**src/rtl/mv_vector_scheduler.sv**
```systemverilog
// Matrix-vector sequencer for the 16-lane dot-product unit: walks rows x chunks, drives
// buffer reads and input_valid, and labels each returning result from an in-flight tag FIFO.
module mv_vector_scheduler #(
  parameter int ROW_W  = 10,
  parameter int COL_W  = 10,
  parameter int ADDR_W = 20,
  parameter int RD_LAT = 1,
  parameter int DEPTH  = 32
) (
  input  logic              clk_i,
  input  logic              rst_i,
  input  logic              start_i,
  input  logic [ROW_W-1:0]  num_rows_i,
  input  logic [COL_W-1:0]  num_chunks_i,
  input  logic [ADDR_W-1:0] mat_base_i,
  output logic              mat_rd_en_o,
  output logic [ADDR_W-1:0] mat_rd_addr_o,
  output logic [COL_W-1:0]  vec_rd_addr_o,
  output logic              vu_input_valid_o,
  input  logic              vu_add_valid_i,
  output logic              res_valid_o,
  output logic [ROW_W-1:0]  res_row_o,
  output logic [COL_W-1:0]  res_chunk_o,
  output logic              res_last_o,
  output logic              busy_o,
  output logic              done_o,
  output logic              err_o
);

  localparam int PTR_W = $clog2(DEPTH);
  localparam int CNT_W = PTR_W + 1;
  localparam logic [CNT_W-1:0] DEPTH_C = CNT_W'(DEPTH);
  localparam logic [ROW_W-1:0] ROW_ONE = ROW_W'(1);
  localparam logic [COL_W-1:0] COL_ONE = COL_W'(1);

  typedef enum logic [1:0] {S_IDLE, S_ISSUE, S_DRAIN, S_DONE} state_t;

  typedef struct packed {
    logic [ROW_W-1:0] row;
    logic [COL_W-1:0] chunk;
  } tag_t;

  state_t            state_q;
  logic [ROW_W-1:0]  rows_q, row_q;
  logic [COL_W-1:0]  chunks_q, chunk_q;
  logic [ADDR_W-1:0] addr_q;
  logic [CNT_W-1:0]  outst_q;
  logic [PTR_W-1:0]  wr_ptr_q, rd_ptr_q;
  logic              err_q;
  logic [RD_LAT:1]   vld_pipe_q;
  tag_t              fifo_q [DEPTH];

  logic issue, ret_ok, start_ok, last_chunk, last_row;
  tag_t head;

  // Issue is gated by the registered count, so a slot freed this cycle is reused next cycle.
  assign issue      = (state_q == S_ISSUE) && (outst_q < DEPTH_C);
  assign ret_ok     = vu_add_valid_i && (outst_q != '0);
  assign start_ok   = start_i && (state_q == S_IDLE);
  assign last_chunk = (chunk_q == chunks_q - COL_ONE);
  assign last_row   = (row_q == rows_q - ROW_ONE);
  assign head       = fifo_q[rd_ptr_q];

  assign mat_rd_en_o      = issue;
  assign mat_rd_addr_o    = addr_q;
  assign vec_rd_addr_o    = chunk_q;
  assign vu_input_valid_o = vld_pipe_q[RD_LAT];
  assign res_valid_o      = ret_ok;
  assign res_row_o        = ret_ok ? head.row : '0;
  assign res_chunk_o      = ret_ok ? head.chunk : '0;
  assign res_last_o       = ret_ok && (head.chunk == chunks_q - COL_ONE);
  assign busy_o           = (state_q != S_IDLE);
  assign done_o           = (state_q == S_DONE);
  assign err_o            = err_q;

  always_ff @(posedge clk_i or posedge rst_i) begin
    if (rst_i) begin
      state_q    <= S_IDLE;
      rows_q     <= '0;
      chunks_q   <= '0;
      row_q      <= '0;
      chunk_q    <= '0;
      addr_q     <= '0;
      outst_q    <= '0;
      wr_ptr_q   <= '0;
      rd_ptr_q   <= '0;
      err_q      <= 1'b0;
      vld_pipe_q <= '0;
    end else begin
      case (state_q)
        S_IDLE: if (start_i) begin
          rows_q   <= num_rows_i;
          chunks_q <= num_chunks_i;
          addr_q   <= mat_base_i;
          row_q    <= '0;
          chunk_q  <= '0;
          state_q  <= (num_rows_i == '0 || num_chunks_i == '0) ? S_DONE : S_ISSUE;
        end
        S_ISSUE: if (issue) begin
          addr_q <= addr_q + ADDR_W'(1);
          if (last_chunk) begin
            chunk_q <= '0;
            if (last_row) state_q <= S_DRAIN;
            else          row_q   <= row_q + ROW_ONE;
          end else begin
            chunk_q <= chunk_q + COL_ONE;
          end
        end
        S_DRAIN: if (outst_q == '0 && vld_pipe_q == '0) state_q <= S_DONE;
        default: state_q <= S_IDLE;
      endcase

      case ({issue, ret_ok})
        2'b10:   outst_q <= outst_q + CNT_W'(1);
        2'b01:   outst_q <= outst_q - CNT_W'(1);
        default: outst_q <= outst_q;
      endcase
      if (issue)  wr_ptr_q <= wr_ptr_q + PTR_W'(1);
      if (ret_ok) rd_ptr_q <= rd_ptr_q + PTR_W'(1);

      // A stray result in the same cycle as an accepted start still flags an error.
      if (start_ok) err_q <= 1'b0;
      if (vu_add_valid_i && outst_q == '0) err_q <= 1'b1;

      vld_pipe_q[1] <= issue;
      for (int i = 2; i <= RD_LAT; i++) vld_pipe_q[i] <= vld_pipe_q[i-1];
    end
  end

  always_ff @(posedge clk_i) begin
    if (issue) fifo_q[wr_ptr_q] <= '{row: row_q, chunk: chunk_q};
  end

endmodule

```
**config.mk**
```make
export PLATFORM = sky130hd
export DESIGN_NAME = mv_vector_scheduler
export DESIGN_NICKNAME = d
export VERILOG_FILES = /design/src/rtl/mv_vector_scheduler.sv
export SDC_FILE = /design/constraint.sdc
export NUM_CORES = 1
export LEC_CHECK = 0
export CAP_MARGIN = 20
export CELL_PAD_IN_SITES_DETAIL_PLACEMENT = 1
export CELL_PAD_IN_SITES_GLOBAL_PLACEMENT = 2
export CORE_UTILIZATION = 51
export CTS_CLUSTER_SIZE = 28
export DETAILED_ROUTE_END_ITERATION = 16
export PLACE_DENSITY = 0.87
export SETUP_SLACK_MARGIN = 0.2
export SKIP_CTS_REPAIR_TIMING = 1
export SLEW_MARGIN = 15
export SYNTH_ARGS = -nofsm -noshare
export SYNTH_HDL_FRONTEND = slang
export SYNTH_SLANG_ARGS = --single-unit
```
**constraint.sdc**
```tcl
create_clock -name clk_i -period 6 [get_ports clk_i]
set_input_delay 0.6 -clock clk_i [delete_from_list [all_inputs] [get_ports clk_i]]
set_output_delay 0.6 -clock clk_i [all_outputs]
set_load 0.005 [all_outputs]
```
# --- After elaboration in Yosys (flattened, before gate mapping) ---
# Memory sizes are Yosys's and may differ from the RTL's.
# Cells that the tools add are included.
word_totals:
  regBits: 80
  mem_bits_rw: 640
  input_bits: 44
  output_inout_bits: 57
  word_cells: 82
  mem_count: 1
op_classes:
  addsub: 9
  n_lt_le_gt_ge: 1
  eq_ne: 14
  mux: 25
  bitwise: 1
  reduce_logical: 20
mem_list:
  columns: ["memory", "words", "word_bits", "rd", "rd_ports_with_merged_regs", "wr", "line", "rtl"]
  rows:
  - ["fifo_q", 32, 20, 1, 0, 1, "51", "tag_t fifo_q [DEPTH];"]
op_table:
  columns: ["operator", "count"]
  rows:
  - ["10-bit two-way mux", 8]
  - ["20-bit two-way mux", 2]
  - ["10-bit case mux with 2 select lines", 2]
  - ["20-bit case mux with 2 select lines", 1]
  - ["10-bit equality test", 3]
  - ["10-bit by 1-bit adder with 10-bit output (second input constant)", 2]
  - ["20-bit by 1-bit adder with 20-bit output (second input constant)", 1]
  - ["10-bit logical NOT", 2]
  - ["10-bit by 1-bit subtractor with 10-bit output (second input constant)", 2]
  - ["2-bit two-way mux", 6]
  - ["2-bit inequality test (second input constant)", 6]
  - ["6-bit case mux with 2 select lines", 1]
  - ["5-bit by 1-bit adder with 5-bit output (second input constant)", 2]
  - ["5-bit AND reduction", 2]
  - ["2-bit nonzero test", 4]
  - ["6-bit by 1-bit adder with 6-bit output (second input constant)", 1]
  - ["2-bit equality test (second input constant)", 3]
  - ["1-bit logical AND", 6]
  - ["6-bit logical NOT", 1]
  - ["6-bit < comparator (second input constant)", 1]
  - ["2-bit case mux with 3 select lines", 1]
  - ["6-bit nonzero test", 1]
  - ["6-bit by 1-bit subtractor with 6-bit output (second input constant)", 1]
  - ["2-bit by 1-bit equality test with 1-bit output (second input constant)", 2]
  - ["6 further kinds", 9]

# --- Depth between registers and ports, before layout ---
# Gate-level depths: netlist (run 1).
logic_depth:
  word_depth: 6
  mapped_depth: 15
  depth_no_buf: 14

# --- Least setup slack after synthesis (run 1) ---
# OpenSTA, ideal clock, no wires.
synth_timing:
  kind: "flip-flop to output port"
  startpoint: "reg rd_ptr_q[0]"
  endpoint: "out res_row_o[3]"
  arrival_ns: 2.880
  required_time_ns: 5.400
  setup_slack_ns: 2.520
  stages_incl_launch_ff: 9
  n_path_buf: 4
  path_cell_list: "dfrtp_1 -> buf_2 -> buf_2 -> buf_2 -> buf_1 -> mux4_2 -> mux4_2 -> mux2i_1 -> nor2_1"
synth_between:
  elab_chain_len: 2
synth_rtl:
  columns: ["element", "line", "rtl"]
  rows:
  - ["start, declared", "48", "logic [PTR_W-1:0] wr_ptr_q, rd_ptr_q;"]
  - ["start signal, assigned", "119", "if (ret_ok) rd_ptr_q <= rd_ptr_q + PTR_W'(1);"]
  - ["memory read 32 x 20 bit", null, null]
  - ["10-bit two-way mux", "69", "assign res_row_o = ret_ok ? head.row : '0;"]
  - ["end, declared", "22", "output logic [ROW_W-1:0] res_row_o,"]
# No other way between the ends.

# --- Worst setup path after layout (run 1) ---
layout_timing:
  startpoint: "reg rd_ptr_q[2]"
  endpoint: "out res_last_o"
layout_between:
  elab_chain_len: 3
layout_rtl:
  columns: ["element", "line", "rtl"]
  rows:
  - ["memory read 32 x 20 bit", null, null]
  - ["10-bit equality test", "71", "assign res_last_o = ret_ok && (head.chunk == chunks_q - COL_ONE);"]
  - ["1-bit logical AND", "71", null]
  - ["end, declared", "24", "output logic res_last_o,"]
# No other way between the ends.

==> flow_metrics.env, run 1 <==
export IMPL_status="finished, final reports clean"
export IMPL_cap_violations=0
export IMPL_die_height_um=243
export IMPL_yosysWarnings=0
export IMPL_cts_buffer_depth=3
export IMPL_r2r_start="state_q[1]$_DFFE_PP0P_"
export IMPL_startpoint_type="register"
export IMPL_worst_r2r_path_depth=8
export IMPL_ir_drop_v=0.000243
export IMPL_final_layout_size_suffix_gt1_frac=0.238
export IMPL_overflow=0
export IMPL_post_place_ws_ns=1.29
export IMPL_synth_compound_area_share=0.0389
export IMPL_grt_pass1_wl_um=119000
export IMPL_syn_nets=1671
export IMPL_cts_buffers=72
export IMPL_wire_per_inst_um=31.1
export IMPL_clock_sinks=720
export IMPL_postRouteAntennaNets=0
export IMPL_io_pins=101
export IMPL_place_inst=2450
export IMPL_area_growth_synth_to_final_pct=15.4
export IMPL_ys_types=75
export IMPL_dr_pass1_iters=5
export IMPL_grt_pass1_vias=17700
export IMPL_crit_required_ns=5.40
export IMPL_synth_xor_area_frac=0.0163
export IMPL_worst_setup_path_end_kind="primary output"
export IMPL_clock_root_buffer="clkbuf_16"
export IMPL_crit_fanout=23
export IMPL_synth_edff_count=640
export IMPL_relSlewSlack=0.259
export IMPL_worstSetupStartpoint="rd_ptr_q[2]$_DFFE_PP0P_"
export IMPL_fmax_mhz=187
export IMPL_tns_ns=0
export IMPL_hold_path_class="in -> async"
export IMPL_ys_seq_elements=720
export IMPL_stdcell_count=2583
export IMPL_synthCells=1606
export IMPL_synth_area_per_cell_sq_um=18.4
export IMPL_hold_viol_final=0
export IMPL_portBuffers=100
export IMPL_insertion_delay_ns=0.63
export IMPL_cp_arrival_ns=4.74
export IMPL_synthAdderAreaFrac=0.00914
export IMPL_vias=16700
export IMPL_gp_congestion=0.832
export IMPL_grt_max_degree=53
export IMPL_crit_type="reg -> out"
export IMPL_ys_seq_area_frac=0.717
export IMPL_final_nets=1835
export IMPL_cellPowerDensity_nw_per_um2=454
export IMPL_die_w_um=243
export IMPL_layout_min_cycle_time_ns=5.34
export IMPL_synth_top_family_by_area="multiplexers"
export IMPL_grt_antenna_before_repair=2
export IMPL_r2r_slack_ns=1.43
export IMPL_timing_rr_end="fifo_q[19][4]$_DFFE_PP_"
export IMPL_drc=0
export IMPL_cts_tree="yes"
export IMPL_min_period_over_period=0.890
export IMPL_drt_wl_total_um=80400
export IMPL_die_area_sq_um=59000
export IMPL_setup_viol=0
export IMPL_synth_area_sq_um=29600
export IMPL_num_rows=87
export IMPL_fillers=5074
export IMPL_cts_htree_levels=3
export IMPL_synth_simple_area_share=0.0470
export IMPL_worst_slack_ns=0.661
export IMPL_fin_util=0.601
export IMPL_n_antenna_cell=0
export IMPL_slew_violations=0
export IMPL_power_leakage_nw=11.1
export IMPL_regArea_sq_um=21200
export IMPL_drtIter0Drc=1882
export IMPL_synth_ff_type="edfxtp_1"
export IMPL_coreArea_sq_um=56800
export IMPL_fin_skew_ns=0.0210
export IMPL_start_util=0.521
export IMPL_dpl_hpwl_um=48300
export IMPL_clkTransAtPathRegs_ns=0.06
export IMPL_synthMuxAreaShare=0.157
export IMPL_synthArstFlopShare=0.111
export IMPL_rsz0062_at_grt="no"
export IMPL_multi_input_area_sq_um=8010
export IMPL_grt_use_total=0.277
export IMPL_design_power_total_mw=15.5
export IMPL_cp_endpoint="res_last_o"
export IMPL_routed_via_density=6.47
export IMPL_tightest_slew_ns=1.11
[critical path, stage by stage, from the launching register on]
cell and delay, ns:
dfrtp_2 0.89, nand3b_1 0.44, o22ai_1 0.17, a2111oi_0 0.82
a21oi_1 0.18, xnor2_1 0.19, nor2_1 0.11, nand4_1 0.12
nor4_1 0.55, clkdlybuf4s50_1 0.63
[cell families after synthesis]
logic type / after synthesis
compound gates: 172
mux: 251
buf+inv: 106
fa+ha+maj: 21
xor+xnor: 52
simple gates: 284
flops: 720
[worst min path at each step]
| stage | startpoint | endpoint | slack (ns) | cells past startpoint |
|---|---|---|---|---|
| after floorplan | outst_q[2]$_DFFE_PP0P_ | outst_q[2]$_DFFE_PP0P_ | 0.48 | 2 |
| after global placement | err_o$_DFFE_PP0P_ | err_o$_DFFE_PP0P_ | 0.48 | 1 |
| after detailed placement | err_o$_DFFE_PP0P_ | err_o$_DFFE_PP0P_ | 0.50 | 1 |
| after CTS | rst_i | rd_ptr_q[0]$_DFFE_PP0P_ | 0.33 | 2 |
| after global routing | rst_i | state_q[0]$_DFFE_PP0P_ | 0.38 | 2 |
| final | rst_i | state_q[0]$_DFFE_PP0P_ | 0.33 | 2 |
[per-layer routing]
metal | global-route usage | wire length, um | up-vias
met5 | 0 | 0 | -
met4 | 0.0912 | 2560 | 0
met3 | 0.0420 | 6920 | 156
met2 | 0.459 | 40000 | 942
met1 | 0.378 | 31000 | 8781
li1 | - | - | 6826
[layout make-up]
cell class | instances | area share
clock inverters | 40 | 0.0110
repair buffers | 171 | 0.0460
clock buffers | 91 | 0.0558
multi-input cells | 780 | 0.235
flip-flops and latches | 720 | 0.622
inverters | 25 | 0.00279
well taps | 756 | 0.0277
[placed cells by master, fill, tap and decap left out, types with 32 or more instances in the layout]
master	instances
edfxtp_1	640
dfrtp_1	72
o21ai_0	37
mux4_2	166
nor2_1	63
nand2_1	68
buf_4	68
a21oi_1	37
clkbuf_16	73
mux2i_1	50
nor2_2	33
clkdlybuf4s50_1	100
mux2_2	35
xnor2_1	32
[state kept, by name, summed over array words and instances (netlist names)]
name and flops:
fifo_q 640, rows_q 10, err_o 1, outst_q 6, vu_input_valid_o 1, state_q 2
row_q 10, vec_rd_addr_o 10, chunks_q 10, mat_rd_addr_o 20, rd_ptr_q 5, wr_ptr_q 5
[synthesized netlist by cell type, types with 7 or more instances]
library cell,count,share of area
xnor2_1,32,0.0095
nand4_1,14,0.0030
ha_1,20,0.0085
clkbuf_1,44,0.0056
nand2_1,68,0.0086
mux4_2,166,0.13
buf_2,22,0.0037
nor2_1,95,0.012
edfxtp_1,640,0.65
nor3_1,13,0.0022
mux2_2,35,0.013
a21oi_1,37,0.0063
inv_1,23,0.0029
nand3_1,31,0.0052
a22oi_1,8,0.0020
dfrtp_1,80,0.068
mux2i_1,50,0.017
xor2_1,18,0.0053
or4_1,7,0.0018
o22ai_1,21,0.0044
o21ai_0,37,0.0063
buf_1,14,0.0018
[stage by stage]
step	instance area, sq um	hold slack (ns)
6_report	34100	0.334
5_1_grt	34100	0.379
4_1_cts	34100	0.332
3_5_place_dp	31800	0.502
3_3_place_gp	31800	0.482
2_1_floorplan	29600	0.481
[power breakdown]
part / leakage [nW] / switching (mW) / internal (mW)
clock network: 1.11 / 1.94 / 2.49
registers: 6.55 / 0.401 / 6.06
logic: 3.47 / 2.62 / 1.98
total: 11.1 / 4.96 / 10.5
Power figures use the tool's default switching activity.
==> run 2: changes to the inputs <==
CTS_CLUSTER_SIZE = 25   (was 28)
==> results of run 2 <==
No change in the layout: final DEF, timing and power equal those of run 1.
